[src/rtl/ioctl_rom_loader.sv]
// ioctl_rom_loader: routes ioctl download bytes into per-channel word writes.
// Define LOADER_CHECKSUM_EN for a 16-bit running sum of accepted bytes.
module ioctl_rom_loader #(
    parameter int NUM_CH     = 2,
    parameter int INDEX_BASE = 0,
    parameter int MEM_AW     = 12,
    parameter int WORD_BYTES = 1,
    parameter int FIFO_DEPTH = 4
) (
    input  logic                    clk_48,
    input  logic                    reset,
    input  logic                    ioctl_download,
    input  logic                    ioctl_wr,
    input  logic [24:0]             ioctl_addr,
    input  logic [7:0]              ioctl_dout,
    input  logic [7:0]              ioctl_index,
    output logic                    ioctl_wait,
    output logic [NUM_CH-1:0]       mem_we,
    output logic [MEM_AW-1:0]       mem_addr,
    output logic [8*WORD_BYTES-1:0] mem_data,
    input  logic                    mem_ready,
    output logic                    busy,
    output logic                    done,
    output logic                    err,
    output logic [15:0]             checksum
);
    localparam int DW = 8 * WORD_BYTES;
    localparam int SH = $clog2(WORD_BYTES);
    localparam int LW = (SH > 0) ? SH : 1;
    localparam int CW = (NUM_CH > 1) ? $clog2(NUM_CH) : 1;
    localparam int PW = $clog2(FIFO_DEPTH);
    localparam logic [LW-1:0] LAST = LW'(WORD_BYTES - 1);
    localparam logic [PW:0] CNT_FULL = (PW+1)'(FIFO_DEPTH);
    localparam logic [PW:0] CNT_HI = (PW+1)'(FIFO_DEPTH - 1);
    localparam logic [PW:0] ONE_C = (PW+1)'(1);
    localparam logic [PW-1:0] ONE_P = PW'(1);
    localparam logic [7:0] IB = 8'(INDEX_BASE);
    localparam logic [8:0] NC = 9'(NUM_CH);

    typedef enum logic [2:0] {
        C_IDLE, C_LOAD, C_FLUSH, C_DRAIN, C_DONE
    } ctrl_t;
    typedef enum logic {W_IDLE, W_WRITE} wst_t;

    ctrl_t ctrl;
    wst_t  wst;
    logic  dl_q;

    logic [7:0]        idx_off;
    logic [24:0]       wa_full;
    logic [LW-1:0]     lane;
    logic [CW-1:0]     b_ch;
    logic [MEM_AW-1:0] b_addr;
    logic [DW-1:0]     b_word, b_mask, merged;
    logic ch_ok, addr_ok, load_ok, acc, rise;

    logic              p_valid, p_full;
    logic [CW-1:0]     p_ch;
    logic [MEM_AW-1:0] p_addr;
    logic [DW-1:0]     p_data;
    logic              same, eject;

    logic              push_v;
    logic [CW-1:0]     push_ch;
    logic [MEM_AW-1:0] push_addr;
    logic [DW-1:0]     push_data;

    logic [CW-1:0]     f_ch   [FIFO_DEPTH];
    logic [MEM_AW-1:0] f_addr [FIFO_DEPTH];
    logic [DW-1:0]     f_data [FIFO_DEPTH];
    logic [PW-1:0]     wr_ptr, rd_ptr, rd1;
    logic [PW:0]       count;
    logic              full, pop, space, drain_ok;

    assign idx_off = ioctl_index - IB;
    assign wa_full = ioctl_addr >> SH;
    assign lane    = (WORD_BYTES == 1) ? '0 : ioctl_addr[LW-1:0];
    assign ch_ok   = (ioctl_index >= IB) && ({1'b0, idx_off} < NC);
    assign addr_ok = (wa_full >> MEM_AW) == 25'd0;
    assign b_ch    = idx_off[CW-1:0];
    assign b_addr  = wa_full[MEM_AW-1:0];
    assign b_word  = DW'(ioctl_dout) << {lane, 3'b000};
    assign b_mask  = DW'(8'hFF) << {lane, 3'b000};

    assign full    = count == CNT_FULL;
    assign pop     = (wst == W_WRITE) && mem_ready;
    assign space   = !full || pop;
    assign load_ok = (ctrl == C_IDLE) || (ctrl == C_LOAD);
    assign acc     = ioctl_download && ioctl_wr && load_ok
                     && ch_ok && addr_ok && !full;
    assign rise    = ioctl_download && !dl_q;

    // A completed-but-unpushed partial (p_full) arises only when two words
    // need the FIFO in the same cycle; it is pushed on the next cycle.
    assign same   = p_valid && !p_full && p_ch == b_ch && p_addr == b_addr;
    assign eject  = p_valid && space
                    && (p_full || (acc && !same) || ctrl == C_FLUSH);
    assign merged = ((same ? p_data : '0) & ~b_mask) | b_word;

    always_comb begin
        push_v    = 1'b0;
        push_ch   = p_ch;
        push_addr = p_addr;
        push_data = p_data;
        if (eject) begin
            push_v = 1'b1;
        end else if (acc && lane == LAST) begin
            push_v    = 1'b1;
            push_ch   = b_ch;
            push_addr = b_addr;
            push_data = merged;
        end
    end

    always_ff @(posedge clk_48 or posedge reset) begin
        if (reset) begin
            p_valid <= 1'b0;
            p_full  <= 1'b0;
            p_ch    <= '0;
            p_addr  <= '0;
            p_data  <= '0;
        end else if (eject) begin
            p_valid <= acc;
            p_full  <= acc && lane == LAST;
            p_ch    <= b_ch;
            p_addr  <= b_addr;
            p_data  <= b_word;
        end else if (acc) begin
            p_valid <= lane != LAST;
            p_full  <= 1'b0;
            p_ch    <= b_ch;
            p_addr  <= b_addr;
            p_data  <= merged;
        end
    end

    always_ff @(posedge clk_48) begin
        if (push_v) begin
            f_ch[wr_ptr]   <= push_ch;
            f_addr[wr_ptr] <= push_addr;
            f_data[wr_ptr] <= push_data;
        end
    end

    always_ff @(posedge clk_48 or posedge reset) begin
        if (reset) begin
            wr_ptr <= '0;
            rd_ptr <= '0;
            count  <= '0;
        end else begin
            if (push_v) wr_ptr <= wr_ptr + ONE_P;
            if (pop) rd_ptr <= rd_ptr + ONE_P;
            if (push_v && !pop) count <= count + ONE_C;
            else if (!push_v && pop) count <= count - ONE_C;
        end
    end

    assign rd1 = rd_ptr + ONE_P;

    // Back-to-back writes take the next entry, or the word being pushed now.
    always_ff @(posedge clk_48 or posedge reset) begin
        if (reset) begin
            wst      <= W_IDLE;
            mem_we   <= '0;
            mem_addr <= '0;
            mem_data <= '0;
        end else begin
            unique case (wst)
                W_IDLE: if (count != '0) begin
                    wst      <= W_WRITE;
                    mem_we   <= NUM_CH'(1) << f_ch[rd_ptr];
                    mem_addr <= f_addr[rd_ptr];
                    mem_data <= f_data[rd_ptr];
                end
                W_WRITE: if (mem_ready) begin
                    if (count > ONE_C) begin
                        mem_we   <= NUM_CH'(1) << f_ch[rd1];
                        mem_addr <= f_addr[rd1];
                        mem_data <= f_data[rd1];
                    end else if (push_v) begin
                        mem_we   <= NUM_CH'(1) << push_ch;
                        mem_addr <= push_addr;
                        mem_data <= push_data;
                    end else begin
                        wst    <= W_IDLE;
                        mem_we <= '0;
                    end
                end
                default: wst <= W_IDLE;
            endcase
        end
    end

    assign drain_ok = !p_valid && !push_v
                      && ((count == '0 && wst == W_IDLE)
                          || (pop && count == ONE_C));

    always_ff @(posedge clk_48 or posedge reset) begin
        if (reset) begin
            ctrl       <= C_IDLE;
            dl_q       <= 1'b0;
            done       <= 1'b0;
            err        <= 1'b0;
            ioctl_wait <= 1'b0;
        end else begin
            dl_q <= ioctl_download;
            done <= 1'b0;
            if (ioctl_download && ioctl_wr && !acc) err <= 1'b1;
            else if (rise) err <= 1'b0;
            ioctl_wait <= (count >= CNT_HI)
                          || (ioctl_download && ctrl != C_IDLE
                              && ctrl != C_LOAD);
            unique case (ctrl)
                C_IDLE:  if (ioctl_download) ctrl <= C_LOAD;
                C_LOAD:  if (!ioctl_download) ctrl <= C_FLUSH;
                C_FLUSH: begin
                    if (drain_ok) begin
                        ctrl <= C_DONE;
                        done <= 1'b1;
                    end else if (!p_valid || eject) begin
                        ctrl <= C_DRAIN;
                    end
                end
                C_DRAIN: if (drain_ok) begin
                    ctrl <= C_DONE;
                    done <= 1'b1;
                end
                C_DONE:  ctrl <= C_IDLE;
                default: ctrl <= C_IDLE;
            endcase
        end
    end

    assign busy = (ctrl != C_IDLE) || (count != '0);

`ifdef LOADER_CHECKSUM_EN
    logic [15:0] sum;
    always_ff @(posedge clk_48 or posedge reset) begin
        if (reset) sum <= 16'h0000;
        else if (rise) sum <= acc ? {8'h00, ioctl_dout} : 16'h0000;
        else if (acc) sum <= sum + {8'h00, ioctl_dout};
    end
    assign checksum = sum;
`else
    assign checksum = 16'h0000;
`endif

endmodule

[config.mk]
export PLATFORM = sky130hd
export DESIGN_NAME = ioctl_rom_loader
export DESIGN_NICKNAME = d
export VERILOG_FILES = /design/src/rtl/ioctl_rom_loader.sv
export SDC_FILE = /design/constraint.sdc
export NUM_CORES = 1
export LEC_CHECK = 0
export ABC_CLOCK_PERIOD_IN_PS = 4920
export BUFFER_PORTS_ARGS = -buffer_cell sky130_fd_sc_hd__buf_2
export CAP_MARGIN = 20
export CORE_ASPECT_RATIO = 0.9
export CORE_MARGIN = 2
export CORE_UTILIZATION = 35
export CTS_BUF_LIST = sky130_fd_sc_hd__clkbuf_8
export DETAILED_ROUTE_END_ITERATION = 12
export GPL_TIMING_DRIVEN = 0
export HOLD_SLACK_MARGIN = 0.06
export MAX_ROUTING_LAYER = met4
export PLACE_DENSITY = 0.54
export SYNTH_ARGS = -nofsm -noshare
export SYNTH_HDL_FRONTEND = slang
export SYNTH_SLANG_ARGS = --single-unit
[constraint.sdc]
create_clock -name clk_48 -period 4.92 [get_ports clk_48]
set_clock_uncertainty 0.15 [all_clocks]
set_input_delay 0.738 -clock clk_48 [delete_from_list [all_inputs] [get_ports clk_48]]
set_output_delay 0.738 -clock clk_48 [all_outputs]
set_load 0.02 [all_outputs]
==> summary.md <==
| Metric | Value |
|---|---|
| Status | `complete, no violations` |
| Rel. slew slack | `roughly two fifths` |
| Most common cell after layout, fill and taps aside | `edfxtp_1` |
| Final hold vios | `0` |
| Worst VDD drop | `0.000236 V` |
| First-pass GRT wire length | `32600 um` |
| Post-synthesis mux area share | `19.3%` |
| H-tree depth | `4` |
| Synthesis Warnings | `0` |
| Top FF cell, synth | `edfxtp_1` |
| Cell Pwr Density | `457 nW/um^2` |
| Core box area | `20800 sq um` |
| Critical path buffers and inverters | `4` |
| Clk_lat worst skew | `approximately 0.46 ns` |
| Top area cells in the synthesized netlist | `edfxtp_1 (34%), dfrtp_1 (20%), mux4_2 (13%)` |
| CTS Hold Bufs | `0` |
| Post-synthesis compound-gate area fraction | `~11%` |
| Synth Area in Adders | `under 10%` |
| Dominant cell type by area after synthesis | `edfxtp_1` |
| Worst min path class | `in2async` |
| # Post-CTS Setup Buffers | `0` |
| Setup TNS | `0 ns` |
| Final WS setup | `around 1.4 ns` |
| Async SR Flop Fraction | `around two fifths` |
| Port Buffers | `71` |
| Synth unique cells | `46` |
| Dpl hpwl | `14700 um` |
| Slowest cell on the critical path | `and2_1` |
| RD Place Congestion | `0.793` |
| Largest fanout on the critical path | `13` |
| WL final | `about 22000 um` |
| Drt pass-1 iters | `5` |
| Die Area | `roughly 22000 sq um` |
| DP Area | `8300 sq um` |
| Layout Nets | `697` |
| CTS root buf | `clkbuf_8` |
| RSZ-0062 raised after global routing | `no` |
| Commonest non-fill, non-tap cells in the layout | `edfxtp_1 (84), buf_2 (76), dfrtp_1 (59)` |
| Delay-heaviest family, CP | `simple AND/OR/NAND/NOR gates` |
| Routed length on met3 | `1820 um` |
| Placement Setup Slack | `1.13 ns` |
| Via Count | `5445` |
| Post-synth EDFFs | `84` |
| WP data required | `4.94 ns` |
| Fraction of the mapped netlist area in simple logic gates | `approximately 8.5%` |
| Final Slew Violations | `0` |
| Die width | `158 um` |
| Worst path max stage delay | `around 0.6 ns` |
| CTS tree | `yes` |
| Diodes inserted | `0` |
| Vias in the first global route | `5464` |
| Fin crit period | `3.49 ns` |
| Floorplan row count | `50` |
| Antenna violations before repair | `0` |
| Post-CTS resize count | `0` |
| Per-cell routed wire length | `~23 um` |
| Io pins | `88` |
| Crit-path most repeated cell | `buf_4` |
| Starting Density | `35.6%` |
| Top sig layer | `met4` |
| Final period util | `70.9%` |
| Cts bufs inserted | `17` |
| Largest net degree at the start of global routing | `60` |
| Met2 WL | `10000 um` |
| Mapped cell area | `7420 sq um` |
| Sequential share of the synthesized area | `53.9%` |
| Worst-path clk slew | `0.08 ns` |
| DRT iter0 DRCs | `approximately 570` |
| Die height | `142 um` |
| P_leak | `3.47 nW` |
| Min Hold Slack | `0.295 ns` |
| Synthesized instance count | `532` |
| Max-cap violations | `0` |
| Endpoint type of the worst setup path | `flip-flop` |
| # DRC | `0` |
| Post-DRT Antenna Nets | `0` |
| Post-Synth XOR/XNOR Area | `0.590%` |
| Clock Tree Buf Depth | `2` |
| CTS sink cnt | `approximately 140` |
| Crit start category | `flip-flop` |
| Met1 WL | `9600 um` |
| # setup viols final | `0` |
| Synth Area per Inst | `14.0 sq um` |
| Critical Path AT | `3.51 ns` |
| GRT Resource Usage Total | `20.6%` |
| Worst path cell trace | `inv_1 -> ha_1 -> nand2_1 -> nand4_2 -> or2_1 -> buf_4 -> nand2_4 -> buf_4 -> and2_1 -> buf_16` |
| R2R setup slack | `~1.4 ns` |
| GR Overflow Total | `0` |
| Largest family of logic cells by synthesized area | `multiplexers` |
| Max Fclk | `287 MHz` |
| Crit Path Class | `reg2reg` |
| Final Instance Area | `8680 sq um` |
| Top-area cell type share of the netlist area | `34.0%` |
| DR vias/cell | `5.79` |
| Area growth, synth to finish | `16.9%` |
| Least-Margin Pin Slew | `about 0.87 ns` |
| Synthesis-stage register bit count | `143` |
| Share of cells above drive strength 1 | `27.8%` |
[final timing paths]
path | start | end | cells after the start
worst max-delay path | count[0]$_DFFE_PP0P_ | f_addr[1][9]$_DFFE_PP_ | 10
worst min-delay path | reset | mem_data[7]$_DFFE_PP0P_ | 2
worst max register to register | count[0]$_DFFE_PP0P_ | f_addr[1][9]$_DFFE_PP_ | 10
worst min register to register | err$_DFFE_PP0P_ | err$_DFFE_PP0P_ | 1
max in group asynchronous | reset | mem_data[5]$_DFFE_PP0P_ | 2
min in group clk_48 | ioctl_download | dl_q$_DFF_PP0_ | 1
[kinds of logic (layout without fill, tap and decap cells)]
| logic type | Yosys count | count (layout) |
|---|---|---|
| flops | 143 | 143 |
| compound gates | 108 | 108 |
| simple gates | 107 | 107 |
| mux | 85 | 85 |
| buf+inv | 73 | 180 |
| fa+ha+maj | 10 | 10 |
| xor+xnor | 5 | 5 |
| other cells | 1 | 16 |
[cell type report]
cell class                      count  area, sq um
Timing Repair Buffer               75          465
Clock buffer                       18          248
Fill cell                        1952        12200
Inverter                           11         43.8
Sequential cell                   143         4000
Clock inverter                     14          128
Multi-Input combinational cell    331         3100
Tap cell                          286          358
Buffer                             62          340
[synthesized netlist by cell type (all sizes together) (11+ instances only)]
library cell  number
a211o             20
a211oi            22
a31oi             22
buf               31
clkbuf            31
dfrtp             59
edfxtp            84
inv               11
mux2              43
mux4              42
nand2b            25
nor3              21
nor4              26
o221ai            21
[layer usage]
layer  vias up  GRT usage [%]
met1      2754           28.4
met2       321           31.1
li1       2338              -
met4         0           6.36
met3        32           4.11
met5         -              -
[stage by stage]
stage | cells | power, mW | util (%)
2_1_floorplan | 547 | 2.53 | -
3_3_place_gp | 904 | 3.04 | 39.3
5_1_grt | 940 | 4.15 | 41.7
3_5_place_dp | 908 | 3.06 | 39.9
6_report | 940 | 3.96 | 41.7
4_1_cts | 940 | 3.97 | 41.7
[flip-flops by register name, indices dropped and copies added, names as in the netlist, 4 cells and up]
register / cells
p_addr: 12
f_addr: 48
mem_addr: 12
mem_data: 8
p_data: 8
f_data: 32
f_ch: 4
[report_power, final]
part / internal, mW / switching [mW] / total (mW) / leakage [nW]
Clock: 0.454 / 0.461 / 0.915 / 0.200
Combinational: 0.558 / 0.997 / 1.55 / 1.58
Sequential: 1.39 / 0.104 / 1.49 / 1.70
Total: 2.40 / 1.56 / 3.96 / 3.47
Power figures use the tool's default switching activity.
